File: src/rtl/ascensor_pkg.sv
// Shared types and helpers for the elevator controller.
// With EMERGENCY_STOP_EN defined, the PARADA state is added to estado_t.
package ascensor_pkg;

    typedef enum logic [2:0] {
        IDLE   = 3'd0,
        SUBE   = 3'd1,
        BAJA   = 3'd2,
`ifdef EMERGENCY_STOP_EN
        PARADA = 3'd4,
`endif
        PUERTA = 3'd3
    } estado_t;

    localparam logic [1:0] EST_IDLE   = 2'b00;
    localparam logic [1:0] EST_SUBE   = 2'b01;
    localparam logic [1:0] EST_BAJA   = 2'b10;
    localparam logic [1:0] EST_PUERTA = 2'b11;

    function automatic int piso_w(input int n);
        return (n > 1) ? $clog2(n) : 1;
    endfunction

    // Helpers work on a 16-floor view; callers zero-extend narrower vectors.
    function automatic logic hay_arriba(input logic [15:0] pend, input logic [3:0] piso);
        logic r;
        r = 1'b0;
        for (int i = 0; i < 16; i++)
            if (i > int'(piso) && pend[i]) r = 1'b1;
        return r;
    endfunction

    function automatic logic hay_abajo(input logic [15:0] pend, input logic [3:0] piso);
        logic r;
        r = 1'b0;
        for (int i = 0; i < 16; i++)
            if (i < int'(piso) && pend[i]) r = 1'b1;
        return r;
    endfunction

    function automatic logic [1:0] codifica(input estado_t e);
        case (e)
            SUBE:    return EST_SUBE;
            BAJA:    return EST_BAJA;
            PUERTA:  return EST_PUERTA;
            default: return EST_IDLE;
        endcase
    endfunction

endpackage

File: src/rtl/control_ascensor_if.sv
// Call buttons / floor sensor in, motor / door / status out.
// With EMERGENCY_STOP_EN defined, the emergencia_i input is added.
interface control_ascensor_if #(parameter int N_PISOS = 8);
    import ascensor_pkg::*;
    localparam int PW = piso_w(N_PISOS);

    logic [N_PISOS-1:0] req_i;
    logic               sensor_piso;
`ifdef EMERGENCY_STOP_EN
    logic               emergencia_i;
`endif
    logic [PW-1:0]      piso_o;
    logic [1:0]         estado_o;
    logic               motor_sube;
    logic               motor_baja;
    logic               puerta_abierta;
    logic [N_PISOS-1:0] pendientes_o;

    modport slave (
        input  req_i, sensor_piso,
`ifdef EMERGENCY_STOP_EN
        input  emergencia_i,
`endif
        output piso_o, estado_o, motor_sube, motor_baja, puerta_abierta, pendientes_o
    );

    modport master (
        output req_i, sensor_piso,
`ifdef EMERGENCY_STOP_EN
        output emergencia_i,
`endif
        input  piso_o, estado_o, motor_sube, motor_baja, puerta_abierta, pendientes_o
    );
endinterface

File: src/rtl/control_ascensor_temporizador_puerta.sv
// Door-open timer: loads DOOR_CYCLES-1 on carga, counts down while cuenta, fin at zero.
module temporizador_puerta #(
    parameter int DOOR_CYCLES = 16
) (
    input  logic clk,
    input  logic rst_n,
    input  logic carga,
    input  logic cuenta,
    output logic fin
);
    localparam int CW = $clog2(DOOR_CYCLES);

    logic [CW-1:0] cnt_q, cnt_d;

    always_comb begin
        cnt_d = cnt_q;
        if (carga)
            cnt_d = CW'(DOOR_CYCLES - 1);
        else if (cuenta && cnt_q != '0)
            cnt_d = cnt_q - 1'b1;
    end

    always_ff @(posedge clk or negedge rst_n) begin
        if (!rst_n) cnt_q <= '0;
        else        cnt_q <= cnt_d;
    end

    assign fin = (cnt_q == '0);
endmodule

File: src/rtl/control_ascensor.sv
// Elevator car controller: latches calls and serves them with a SCAN policy.
// Optional EMERGENCY_STOP_EN adds an emergency stop (PARADA) state.
module control_ascensor
    import ascensor_pkg::*;
#(
    parameter int N_PISOS     = 8,
    parameter int DOOR_CYCLES = 16
) (
    input  logic clk,
    input  logic rst_n,
    control_ascensor_if.slave bus
);
    localparam int PW = piso_w(N_PISOS);
    localparam logic [PW-1:0] PISO_TOP = PW'(N_PISOS - 1);

    estado_t            estado_q, estado_d;
    logic [PW-1:0]      piso_q, piso_d;
    logic [N_PISOS-1:0] pend_q, pend_d, want;
    logic               dir_q, dir_d;        // 1 = last move was up
    logic [1:0]         estado_o_q, estado_o_d;
    logic               motor_sube_q, motor_sube_d;
    logic               motor_baja_q, motor_baja_d;
    logic               puerta_q, puerta_d;
    logic               carga, fin, arriba, abajo;

    temporizador_puerta #(.DOOR_CYCLES(DOOR_CYCLES)) u_tmr (
        .clk    (clk),
        .rst_n  (rst_n),
        .carga  (carga),
        .cuenta (estado_q == PUERTA),
        .fin    (fin)
    );

    always_comb begin
        want     = pend_q | bus.req_i;
        arriba   = hay_arriba(16'(want), 4'(piso_q));
        abajo    = hay_abajo(16'(want), 4'(piso_q));
        estado_d = estado_q;
        piso_d   = piso_q;
        dir_d    = dir_q;
        pend_d   = want;
        carga    = 1'b0;
`ifdef EMERGENCY_STOP_EN
        if (bus.emergencia_i) begin
            // Car may still coast; keep the floor count honest using the last direction.
            estado_d = PARADA;
            pend_d   = '0;
            if (bus.sensor_piso) begin
                if (dir_q && piso_q != PISO_TOP)   piso_d = piso_q + 1'b1;
                else if (!dir_q && piso_q != '0)   piso_d = piso_q - 1'b1;
            end
        end else
`endif
        case (estado_q)
            IDLE: begin
                if (want[piso_q]) begin
                    estado_d       = PUERTA;
                    pend_d[piso_q] = 1'b0;
                    carga          = 1'b1;
                end else if (arriba && (dir_q || !abajo)) begin
                    estado_d = SUBE;
                    dir_d    = 1'b1;
                end else if (abajo) begin
                    estado_d = BAJA;
                    dir_d    = 1'b0;
                end
            end
            SUBE: begin
                if (bus.sensor_piso && piso_q != PISO_TOP) begin
                    piso_d = piso_q + 1'b1;
                    if (want[piso_d]) begin
                        estado_d       = PUERTA;
                        pend_d[piso_d] = 1'b0;
                        carga          = 1'b1;
                    end
                end
            end
            BAJA: begin
                if (bus.sensor_piso && piso_q != '0) begin
                    piso_d = piso_q - 1'b1;
                    if (want[piso_d]) begin
                        estado_d       = PUERTA;
                        pend_d[piso_d] = 1'b0;
                        carga          = 1'b1;
                    end
                end
            end
            PUERTA: begin
                // A call at this floor keeps the door open instead of being latched.
                pend_d[piso_q] = 1'b0;
                if (bus.req_i[piso_q]) carga    = 1'b1;
                else if (fin)          estado_d = IDLE;
            end
`ifdef EMERGENCY_STOP_EN
            PARADA:  estado_d = IDLE;
`endif
            default: estado_d = IDLE;
        endcase
    end

    always_comb begin
        estado_o_d   = codifica(estado_d);
        motor_sube_d = (estado_d == SUBE);
        motor_baja_d = (estado_d == BAJA);
        puerta_d     = (estado_d == PUERTA);
    end

    always_ff @(posedge clk or negedge rst_n) begin
        if (!rst_n) begin
            estado_q     <= IDLE;
            piso_q       <= '0;
            pend_q       <= '0;
            dir_q        <= 1'b1;
            estado_o_q   <= EST_IDLE;
            motor_sube_q <= 1'b0;
            motor_baja_q <= 1'b0;
            puerta_q     <= 1'b0;
        end else begin
            estado_q     <= estado_d;
            piso_q       <= piso_d;
            pend_q       <= pend_d;
            dir_q        <= dir_d;
            estado_o_q   <= estado_o_d;
            motor_sube_q <= motor_sube_d;
            motor_baja_q <= motor_baja_d;
            puerta_q     <= puerta_d;
        end
    end

    assign bus.piso_o         = piso_q;
    assign bus.estado_o       = estado_o_q;
    assign bus.motor_sube     = motor_sube_q;
    assign bus.motor_baja     = motor_baja_q;
    assign bus.puerta_abierta = puerta_q;
    assign bus.pendientes_o   = pend_q;
endmodule

File: src/flat_wrapper.sv
// flat-port wrapper written by rule: the top's interface ports become plain ports
module control_ascensor_flat import ascensor_pkg::*;
#(
    parameter int N_PISOS     = 8,
    parameter int DOOR_CYCLES = 16
)
  (clk, rst_n, bus_req_i, bus_sensor_piso, bus_piso_o, bus_estado_o, bus_motor_sube, bus_motor_baja, bus_puerta_abierta, bus_pendientes_o);
  control_ascensor_if #(.N_PISOS(N_PISOS)) bus_i ();
  input  logic clk;
  input  logic rst_n;
  input wire logic [$bits(bus_i.req_i)-1:0] bus_req_i;
  input wire logic [$bits(bus_i.sensor_piso)-1:0] bus_sensor_piso;
  output wire logic [$bits(bus_i.piso_o)-1:0] bus_piso_o;
  output wire logic [$bits(bus_i.estado_o)-1:0] bus_estado_o;
  output wire logic [$bits(bus_i.motor_sube)-1:0] bus_motor_sube;
  output wire logic [$bits(bus_i.motor_baja)-1:0] bus_motor_baja;
  output wire logic [$bits(bus_i.puerta_abierta)-1:0] bus_puerta_abierta;
  output wire logic [$bits(bus_i.pendientes_o)-1:0] bus_pendientes_o;
  assign bus_i.req_i = bus_req_i;
  assign bus_i.sensor_piso = bus_sensor_piso;
  assign bus_piso_o = bus_i.piso_o;
  assign bus_estado_o = bus_i.estado_o;
  assign bus_motor_sube = bus_i.motor_sube;
  assign bus_motor_baja = bus_i.motor_baja;
  assign bus_puerta_abierta = bus_i.puerta_abierta;
  assign bus_pendientes_o = bus_i.pendientes_o;
  control_ascensor #(.N_PISOS(N_PISOS), .DOOR_CYCLES(DOOR_CYCLES)) u_core (.clk(clk), .rst_n(rst_n), .bus(bus_i));
endmodule
File: config.mk
export PLATFORM = sky130hd
export DESIGN_NAME = control_ascensor_flat
export DESIGN_NICKNAME = d
export VERILOG_FILES = /design/src/rtl/ascensor_pkg.sv /design/src/rtl/control_ascensor_if.sv /design/src/rtl/control_ascensor_temporizador_puerta.sv /design/src/rtl/control_ascensor.sv /design/src/flat_wrapper.sv
export SDC_FILE = /design/constraint.sdc
export NUM_CORES = 1
export LEC_CHECK = 0
export ABC_CLOCK_PERIOD_IN_PS = 9050
export CAP_MARGIN = 5
export CORE_MARGIN = 4
export CORE_UTILIZATION = 45
export DETAILED_ROUTE_END_ITERATION = 8
export MAX_ROUTING_LAYER = met4
export PLACE_DENSITY = 0.71
export SYNTH_ARGS = -nofsm -noshare
export SYNTH_HDL_FRONTEND = slang
export SYNTH_HIERARCHICAL = 1
export SYNTH_SLANG_ARGS = --single-unit
File: constraint.sdc
create_clock -name clk -period 9.05 [get_ports clk]
set_clock_uncertainty 0.05 [all_clocks]
set_input_delay 1.81 -clock clk [delete_from_list [all_inputs] [get_ports clk]]
set_output_delay 1.81 -clock clk [all_outputs]
set_load 0.02 [all_outputs]
==> results.json <==
{
  "status": "complete, no violations",
  "critPathLaunchType": "primary input",
  "synth_flop_cell": "dfrtp_1",
  "synth-edff-count": 0,
  "critical_path_class": "in2reg",
  "grtUsageMet2_pct": 31.4,
  "setup_viol": 0,
  "drc": 0,
  "power_leakage_uw": 0.000852,
  "dpl.hpwl_um": 4110,
  "wl_per_cell_um": 19.0,
  "hold_viol_final": 0,
  "top_usage_layer": "met1",
  "yosysTopAreaCellShare_pct": 29.1,
  "initial_core_util_pct": 48.0,
  "met1_usage_pct": 32.9,
  "crit_family": "compound AO/OA/AOI/OAI gates",
  "cts_buffers": 3,
  "portBuffers": 26,
  "maxCapViolCount": 0,
  "clockRootBuffer": "clkbuf_8",
  "io_pins": 27,
  "clk_latency_ps": 270,
  "synth_area_leaders": "dfrtp_1 29%, nor2_1 4.7%, ha_1 4.4%",
  "worstSetupPathDepth": 7,
  "multi_input_area_um2": 1300,
  "dp_slack_ps": 4430,
  "vdd_drop_max_v": 0.000223,
  "htree_levels": 1,
  "gp_congestion": 1.01,
  "met3_usage_pct": 2.43,
  "min_path_cells": 2,
  "crit_required_ps": 9170,
  "synth_seq_cells": 24,
  "ys_seq_area_share_pct": 30.5,
  "hold_path_class": "reg2reg",
  "worst_pin_slew_ps": 960,
  "yosysWarnings": 6,
  "clock_path_buffers": 2,
  "rows": 23,
  "vias": 1967,
  "drt_pass1_iterations": 6,
  "slew_viol_final": 0,
  "r2r-start": "u_core/bus.piso_o[1]",
  "grt_overflow": 0,
  "post-cts-setup-buffers": 0,
  "grt_setup_unrepaired": "no",
  "drive_gt1_share_pct": 7.63,
  "nFillCells": 375,
  "die_x_um": 74.3,
  "crit_path_max_incr_delay_ps": 840,
  "grt.total_usage_pct": 22.7,
  "cp.buffers_inverters": 1,
  "die-area_um2": 5510,
  "synth_nets": 247,
  "crit_fanout": 4,
  "cts_sinks": 24,
  "ant_nets": 0,
  "hold-path-endpoint": "u_core/dir_q",
  "post_cts_resized": 0,
  "async_reset_ff_share_pct": 100,
  "reg2reg_to": "u_core/u_tmr/cnt_q[3]",
  "postCtsHoldBufs": 0,
  "reg2regPathDepth": 8,
  "power.density_nw_per_um2": 346,
  "num-nets-final": 268,
  "grt_pass1_vias": 1811,
  "cts_tree": "yes",
  "grt_pass1_wl_um": 9240,
  "dr.first_iter.drc_count": 185,
  "cp-end-kind": "flop",
  "synth_cell_types": 59,
  "crit_arrival_ps": 4500,
  "drt_wl_total_um": 5670,
  "vias_per_cell": 6.58,
  "max_freq_ghz": 0.228,
  "slew-limit-headroom_pct": 34.3,
  "clk_pin_slew_ps": 90,
  "hold_start": "u_core/dir_q",
  "setup_slack_ps": 4660,
  "antenna_found_initial": 0,
  "seq_area_um2": 602,
  "areaGrowthSynthToFinish_pct": 18.1,
  "r2r_slack_ps": 5410,
  "fin_crit_ps": 4390,
  "grt_max_degree": 30,
  "worst_path_max_delay_cell": "a2111oi_0",
  "fin_tns_setup_ps": 0,
  "syn_area_um2": 1980,
  "synth_top_area_cell": "dfrtp_1",
  "avgSynthCellArea_um2": 8.63,
  "core_um2": 4120,
  "die_h_um": 74.3,
  "antenna_cells": 0,
  "path_cells": "clkdlybuf4s50_1 -> nor4_1 -> o22ai_1 -> a2111oi_0 -> nor2_1 -> a2111o_1 -> and2_1",
  "fin_crit_sh_pct": 48.5,
  "synthCells": 229
}
metrics by stage:
| stage | hold WS (ps) | power (µW) | area (µm²) | util, % | instances |
|---|---|---|---|---|---|
| 2_1_floorplan | 445 | 549 | 1980 | - | 229 |
| 3_3_place_gp | 467 | 703 | 2260 | 55.0 | 295 |
| 3_5_place_dp | 478 | 700 | 2260 | 55.0 | 295 |
| 4_1_cts | 490 | 803 | 2330 | 56.7 | 299 |
| 5_1_grt | 530 | 868 | 2330 | 56.7 | 299 |
| 6_report | 490 | 809 | 2330 | 56.7 | 299 |
worst register-to-register path, cell delays in order, from the launching register on:
cell and delay [ps]:
dfrtp_1 610, inv_2 200, ha_1 560, clkinv_1 360
mux4_1 560, and4b_1 250, o2bb2ai_1 190, or3_1 480
a211o_1 250
routing by layer:
| metal | wire [µm] | vias to the layer above |
|---|---|---|
| li1 | - | 918 |
| met1 | 2580 | 925 |
| met2 | 2430 | 108 |
| met3 | 460 | 16 |
| met4 | 199 | 0 |
| met5 | 0 | - |
how the worst max path moves through the flow:
stage	startpoint	endpoint	slack [ps]
final	bus_req_i[4]	u_core/bus.puerta_abierta	4660
after global routing	bus_req_i[4]	u_core/bus.puerta_abierta	4440
after global placement	bus_req_i[4]	u_core/bus.puerta_abierta	4520
after CTS	bus_req_i[4]	u_core/bus.puerta_abierta	4730
after detailed placement	bus_req_i[4]	u_core/bus.puerta_abierta	4430
after floorplan	bus_req_i[1]	u_core/bus.puerta_abierta	5180
Yosys cell counts, types with 3 or more instances:
cell	number
nor2_1	25
or3_1	4
ha_1	7
nand2b_1	3
nand3_1	3
a31oi_1	7
dfrtp_1	23
mux4_2	3
o211ai_1	3
mux2i_1	5
a211o_1	3
a21oi_1	12
inv_1	3
nand2_1	17
o21ai_0	12
a21boi_0	5
nor4_1	5
a2111o_1	4
nor3b_1	4
and2_1	3
or2_1	7
nand4_1	3
a211oi_1	5
nor3_1	7
clkbuf_1	8
nor2b_1	4
sequential cells by signal, summed over array words and instances, names as in the netlist:
name / cells
u_core/bus.motor_sube: 1
u_core/u_tmr/cnt_q: 4
u_core/bus.estado_o: 2
u_core/bus.pendientes_o: 8
u_core/bus.piso_o: 3
u_core/bus.motor_baja: 1
u_core/dir_q: 1
u_core/bus.puerta_abierta: 1
u_core/estado_q: 3
final cells by class:
type | instances | area share (%)
Multi-Input combinational cell | 186 | 55.5
Clock inverter | 1 | 1.29
Timing Repair Buffer | 28 | 11.8
Inverter | 7 | 1.13
Clock buffer | 3 | 1.77
Tap cell | 50 | 2.68
Sequential cell | 24 | 25.8
layout by cell type, fill, tap and decap left out, types with 4 or more instances in the layout:
cell type,instances
clkdlybuf4s50_1,26
nor2_1,25
dfrtp_1,23
nand2_1,17
o21ai_0,12
a21oi_1,12
or2_1,7
nor3_1,7
a31oi_1,7
ha_1,7
nor4_1,5
a211oi_1,5
mux2i_1,5
a21boi_0,5
or3_1,4
nor2b_1,4
nor3b_1,4
a2111o_1,4
cell families (layout without fill, tap and decap cells):
| kind of cell | after synthesis | count (layout) | share of synthesized area, % |
|---|---|---|---|
| DFF | 24 | 24 | 30.5 |
| AOI/OAI and AO/OA | 75 | 75 | 27.2 |
| other | 1 | 1 | 0.190 |
| xor gates and xnor gates | 2 | 2 | 0.887 |
| buffers and inverters | 19 | 39 | 3.93 |
| and+or+nand+nor | 90 | 90 | 23.7 |
| muxes | 11 | 11 | 9.18 |
| adders and majority gates | 7 | 7 | 4.43 |
where the power goes:
group | switching [µW] | total [µW] | internal [µW]
clock network | 38.0 | 97.2 | 59.2
logic | 310 | 522 | 212
registers | 46.7 | 189 | 143
(Power assumes the default switching activity.)
